--- config.mk ---
export PLATFORM = sky130hd
export DESIGN_NAME = parity_frame_scheduler
export DESIGN_NICKNAME = d
export VERILOG_FILES = /design/src/rtl/parity_frame_scheduler.sv
export SDC_FILE = /design/constraint.sdc
export NUM_CORES = 1
export LEC_CHECK = 0
export BUFFER_PORTS_ARGS = -buffer_cell sky130_fd_sc_hd__buf_2
export CORE_MARGIN = 5
export CORE_UTILIZATION = 55
export CTS_BUF_LIST = sky130_fd_sc_hd__clkbuf_8
export DETAILED_ROUTE_END_ITERATION = 12
export PLACE_DENSITY = 0.82
export SLEW_MARGIN = 25
export SYNTH_ARGS = -nofsm -noshare
export SYNTH_HDL_FRONTEND = slang
export SYNTH_SLANG_ARGS = --single-unit
--- constraint.sdc ---
create_clock -name clk -period 2.5 [get_ports clk]
set_input_delay 0.25 -clock clk [delete_from_list [all_inputs] [get_ports clk]]
set_output_delay 0.25 -clock clk [all_outputs]
set_load 0.05 [all_outputs]
--- src/rtl/parity_frame_scheduler.sv ---
// Round-robin arbiter between two requesters that serializes the granted word
// LSB first and reports its parity with a one-cycle done pulse.
module parity_frame_scheduler #(
    parameter int WIDTH = 8
) (
    input  logic             clk,
    input  logic             reset,
    input  logic             req0_valid_i,
    input  logic [WIDTH-1:0] req0_data_i,
    output logic             req0_ready_o,
    input  logic             req1_valid_i,
    input  logic [WIDTH-1:0] req1_data_i,
    output logic             req1_ready_o,
    output logic             ser_bit_o,
    output logic             ser_valid_o,
    output logic             ser_last_o,
    output logic             done_o,
    output logic             done_id_o,
    output logic             done_parity_o,
    output logic             busy_o
);

    localparam int CW = $clog2(WIDTH);
    localparam logic [CW-1:0] CNT_LOAD = CW'(WIDTH - 1);
    localparam logic [CW-1:0] CNT_ZERO = {CW{1'b0}};
    localparam logic [CW-1:0] CNT_ONE  = CW'(1);

    typedef enum logic [1:0] {
        IDLE  = 2'd0,
        SHIFT = 2'd1,
        DONE  = 2'd2
    } state_t;

    state_t           state_q;
    logic [WIDTH-1:0] shreg_q;
    logic [CW-1:0]    cnt_q;
    logic             par_q;
    logic             id_q;
    logic             last_grant_q;
    logic             done_id_q;
    logic             done_parity_q;
    logic             ser_bit_q;
    logic             ser_valid_q;
    logic             ser_last_q;
    logic             done_q;
    logic             busy_q;

    logic             grant0_s;
    logic             grant1_s;
    logic [WIDTH-1:0] grant_data_s;

    // Fold one serialized bit into the running parity.
    function automatic logic parity_step(input logic acc, input logic b);
        return acc ^ b;
    endfunction

    // Grant selection: only in IDLE, never under reset, round-robin on a tie.
    always_comb begin
        grant0_s = 1'b0;
        grant1_s = 1'b0;
        if (reset || (state_q != IDLE)) begin
            grant0_s = 1'b0;
            grant1_s = 1'b0;
        end else if (req0_valid_i && req1_valid_i) begin
            if (last_grant_q) begin
                grant0_s = 1'b1;
            end else begin
                grant1_s = 1'b1;
            end
        end else if (req0_valid_i) begin
            grant0_s = 1'b1;
        end else if (req1_valid_i) begin
            grant1_s = 1'b1;
        end else begin
            grant0_s = 1'b0;
            grant1_s = 1'b0;
        end
    end

    // Data mux for the granted requester.
    always_comb begin
        grant_data_s = {WIDTH{1'b0}};
        if (grant1_s) begin
            grant_data_s = req1_data_i;
        end else begin
            grant_data_s = req0_data_i;
        end
    end

    // Main FSM; strobes are registered so they line up with the state they describe.
    always_ff @(posedge clk) begin
        if (reset) begin
            state_q       <= IDLE;
            shreg_q       <= {WIDTH{1'b0}};
            cnt_q         <= CNT_ZERO;
            par_q         <= 1'b0;
            id_q          <= 1'b0;
            last_grant_q  <= 1'b1;
            done_id_q     <= 1'b0;
            done_parity_q <= 1'b0;
            ser_bit_q     <= 1'b0;
            ser_valid_q   <= 1'b0;
            ser_last_q    <= 1'b0;
            done_q        <= 1'b0;
            busy_q        <= 1'b0;
        end else begin
            case (state_q)
                IDLE: begin
                    if (grant0_s || grant1_s) begin
                        shreg_q      <= grant_data_s;
                        par_q        <= 1'b0;
                        cnt_q        <= CNT_LOAD;
                        id_q         <= grant1_s;
                        last_grant_q <= grant1_s;
                        state_q      <= SHIFT;
                        ser_valid_q  <= 1'b1;
                        ser_bit_q    <= grant_data_s[0];
                        ser_last_q   <= 1'b0;
                        busy_q       <= 1'b1;
                    end else begin
                        state_q <= IDLE;
                    end
                end
                SHIFT: begin
                    shreg_q <= shreg_q >> 1;
                    par_q   <= parity_step(par_q, shreg_q[0]);
                    if (cnt_q == CNT_ZERO) begin
                        state_q       <= DONE;
                        ser_valid_q   <= 1'b0;
                        ser_bit_q     <= 1'b0;
                        ser_last_q    <= 1'b0;
                        done_q        <= 1'b1;
                        done_id_q     <= id_q;
                        done_parity_q <= parity_step(par_q, shreg_q[0]);
                    end else begin
                        // Preload the strobes for the next bit while shifting.
                        cnt_q      <= cnt_q - CNT_ONE;
                        ser_bit_q  <= shreg_q[1];
                        ser_last_q <= (cnt_q == CNT_ONE);
                    end
                end
                DONE: begin
                    state_q <= IDLE;
                    done_q  <= 1'b0;
                    busy_q  <= 1'b0;
                end
                default: begin
                    state_q     <= IDLE;
                    ser_valid_q <= 1'b0;
                    ser_bit_q   <= 1'b0;
                    ser_last_q  <= 1'b0;
                    done_q      <= 1'b0;
                    busy_q      <= 1'b0;
                end
            endcase
        end
    end

    assign req0_ready_o  = grant0_s;
    assign req1_ready_o  = grant1_s;
    assign ser_bit_o     = ser_bit_q;
    assign ser_valid_o   = ser_valid_q;
    assign ser_last_o    = ser_last_q;
    assign done_o        = done_q;
    assign done_id_o     = done_id_q;
    assign done_parity_o = done_parity_q;
    assign busy_o        = busy_q;

endmodule

==> metrics.md <==
| Metric | Value |
|---|---|
| WS Path Type | reg2out |
| DRC Markers | 0 |
| RSZ-0062 raised after global routing | false |
| Vias | 991 |
| Top Ports | 29 |
| Slowest CP cell | a21boi_2 |
| Reg-to-reg startpoint | state_q[1] |
| Sequential Power Share | 0.493 |
| Yosys warns | 0 |
| Synthesized area per cell | 9.02 µm² |
| Yosys reg bits | 23 |
| Post-synth EDFFs | 0 |
| Slew @ Worst Pin | 0.846 ns |
| Number of global-route vias before repair | between 1000 and 1500 |
| Overall Global Routing Usage | 0.168 |
| HP Class | in2reg |
| DIE AREA | 0.00310 mm² |
| Reg area | between 400 and 500 µm² |
| # diodes | 0 |
| Synth async-reset ratio | 0 |
| GRT overflow | 0 |
| Clock-pin slew on the worst setup and hold paths | 0.08 ns |
| CP Launch Type | flop |
| R2R cell count | 4 |
| Cell Int Power | between 500 and 600 µW |
| Die W | 55.7 µm |
| Hold Crit Start | req0_data_i[1] |
| Cell chain of the critical path | a21boi_2 > and2_1 > buf_2 |
| Synthesized area | between 0.001 and 0.0015 mm² |
| Worst skew pair latency | 0.27 ns |
| Post-CTS Repair Setup Buffers | 0 |
| Setup-failing EPs final | 0 |
| Total power | 873 µW |
| Final #Nets | 173 |
| Fmax | 518 MHz |
| Max Transition Viols Final | 0 |
| Clock sinks | 23 |
| Critical path buffers and inverters | 1 |
| Largest registers | shreg_q x8, cnt_q x3, state_q x2 |
| Critical path peak fanout | 12 |
| Hold Violations, Final | 0 |
| First-pass GRT wire length | 4.22 mm |
| Clock root cell | clkbuf_8 |
| R2R setup slack | 0.83 ns |
| Clock group share of total power | 0.261 |
| Leak pwr | 0.000553 µW |
| H-Tree Depth | 1 |
| Delay of the slowest critical-path stage | approximately 0.55 ns |
| Synth Net Count | 150 |
| Setup TNS | 0 ns |
| VDD IR max | 0.448 mV |
| Max Cap Viol | 0 |
| Number of filler cells placed in the layout | 168 |
| Final Skew | 0.00646 ns |
| Library cells used by synthesis | 41 |
| Fin area | approximately 0.0013 mm² |
| Worst Path Required | 2.25 ns |
| Net Sw Frac | 0.321 |
| CTS tree | yes |
| CTS resizes | 0 |
| Comb power frac | 0.246 |
| Clock Path Buffers | 2 |
| Routed Antenna Nets | 0 |
| Initial Utilization | 0.578 |
| PD cells | 676 mW/mm² |
| DRT iter0 DRCs | 29 |
| Syn Inst Count | 127 |
| Kind of cell adding the most delay to the critical path | compound AO/OA/AOI/OAI gates |
| Status | finished, final reports clean |
| Largest net degree at the start of global routing | 30 |
| P&R area growth vs syn | 12.7% |
| Placed inst area | ~0.0012 mm² |
| Hold EP | shreg_q[1] |
| Reg with most FFs | shreg_q |
| Gp weighted congestion | 0.747 |
| Tcrit/Tclk final | 0.772 |
| # rows | 16 |
| Most common cell after layout, fill and taps aside | buf_2 |
| Routed wire per std cell | 13.8 µm |
| # hold bufs at CTS | 0 |
| Seq/Total Area, Yosys | 0.402 |
| Initial antenna violation count | 0 |
| Rel. slew slack | 0.432 |
| Post-route setup slack | 0.571 ns |
| TritonRoute pass-1 iters | 4 |
| Crit path DAT | around 1.7 ns |
| Worst reg2reg path endpoint | shreg_q[7] |
| Setup crit end kind | output port |
| Min Tclk post-route | 1.93 ns |
| Final WL | 2.43 mm |
| Number of flip-flops in the largest register | 8 |
| DR vias/cell | 5.63 |
| Top_reg_cell synth | dfxtp_1 |
| Layout cells sized above 1 | 0.242 |
| PortBufs | 28 |
| Placement Setup Slack | around 0.77 ns |
| Core area | 0.00198 mm² |
| CTS Buf Count | 3 |
| Sw Pwr | 280 µW |
| Die height | about 56 µm |
| Commonest cells after routing, fill and taps aside | 28 x buf_2, 23 x dfxtp_1, 9 x a21oi_1, 9 x nor2_1, 8 x nand2_1 |
| HPWL Detailed | roughly 1.8 mm |
| Hold path depth | 3 |
| Fin util | 0.652 |
| Multi-input logic area | 593 µm² |
==> per-layer routing <==
| metal | global-route usage | wire length, µm | vias up |
|---|---|---|---|
| li1 | - | - | 498 |
| met1 | 0.190 | 1030 | 460 |
| met2 | 0.309 | 1250 | 28 |
| met3 | 0.0302 | 116 | 5 |
| met4 | 0.0625 | 31 | 0 |
| met5 | 0 | 0 | - |
==> tightest hold or removal path, delay by kind of cell <==
kind | cells | cell delay, ns
AOI/OAI and AO/OA | 1 | 0.11
buffers and inverters | 1 | 0.07
muxes | 1 | 0.05
==> Yosys cell counts (all sizes together) (2+ instances only) <==
cell,n,area [µm²]
a21oi,9,45.0
a221oi,3,32.5
a22oi,6,45.0
buf,8,66.3
clkbuf,2,7.51
dfxtp,23,460
ha,3,37.5
inv,5,18.8
mux2i,6,60.1
nand2,8,30.0
nand2b,5,31.3
nand3,4,20.0
nor2,10,40.0
nor3,5,36.3
o21ai,5,25.0
o22ai,6,37.5
or2,2,12.5
==> worst max-delay path by stage <==
| stage | slack (ns) | cells past startpoint | endpoint | start |
|---|---|---|---|---|
| after floorplan | 0.98 | 7 | cnt_q[1] | cnt_q[0] |
| after global placement | 0.83 | 5 | shreg_q[7] | reset |
| after detailed placement | 0.77 | 5 | shreg_q[7] | reset |
| after CTS | 0.57 | 3 | req1_ready_o | last_grant_q |
| after global routing | 0.49 | 3 | req1_ready_o | last_grant_q |
| final | 0.57 | 3 | req1_ready_o | last_grant_q |
==> layout make-up <==
cell class | count | share of cell area
Clock buffer | 3 | 0.0320
Inverter | 5 | 0.0145
Timing Repair Buffer | 28 | 0.109
Clock inverter | 1 | 0.00291
Sequential cell | 23 | 0.357
Tap cell | 27 | 0.0262
Multi-Input combinational cell | 89 | 0.459
==> logic make-up (layout without fill, tap and decap cells) <==
family	count (synthesis)	after routing	share of synthesized area
simple gates	42	42	0.199
compound gates	37	37	0.226
flops	23	23	0.402
buf+inv	15	37	0.0808
mux	6	6	0.0524
fa+ha+maj	3	3	0.0328
xor+xnor	1	1	0.00764
==> power by group through the flow <==
| stage | registers (µW) | clock network [µW] | logic, µW |
|---|---|---|---|
| final | 430 | 228 | 215 |
| after detailed placement | 439 | 0 | 214 |
| after CTS | 431 | 231 | 216 |
| after global placement | 437 | 0 | 208 |
| after floorplan | 460 | 0 | 149 |
| after global routing | 435 | 251 | 239 |
==> metrics by stage <==
step | hold slack (ns) | instances
after floorplan | 0.419 | 127
after global placement | 0.453 | 172
after detailed placement | 0.462 | 172
after CTS | 0.259 | 176
after global routing | 0.274 | 176
final | 0.260 | 176
Note: power is estimated with default switching activity, not from simulation.
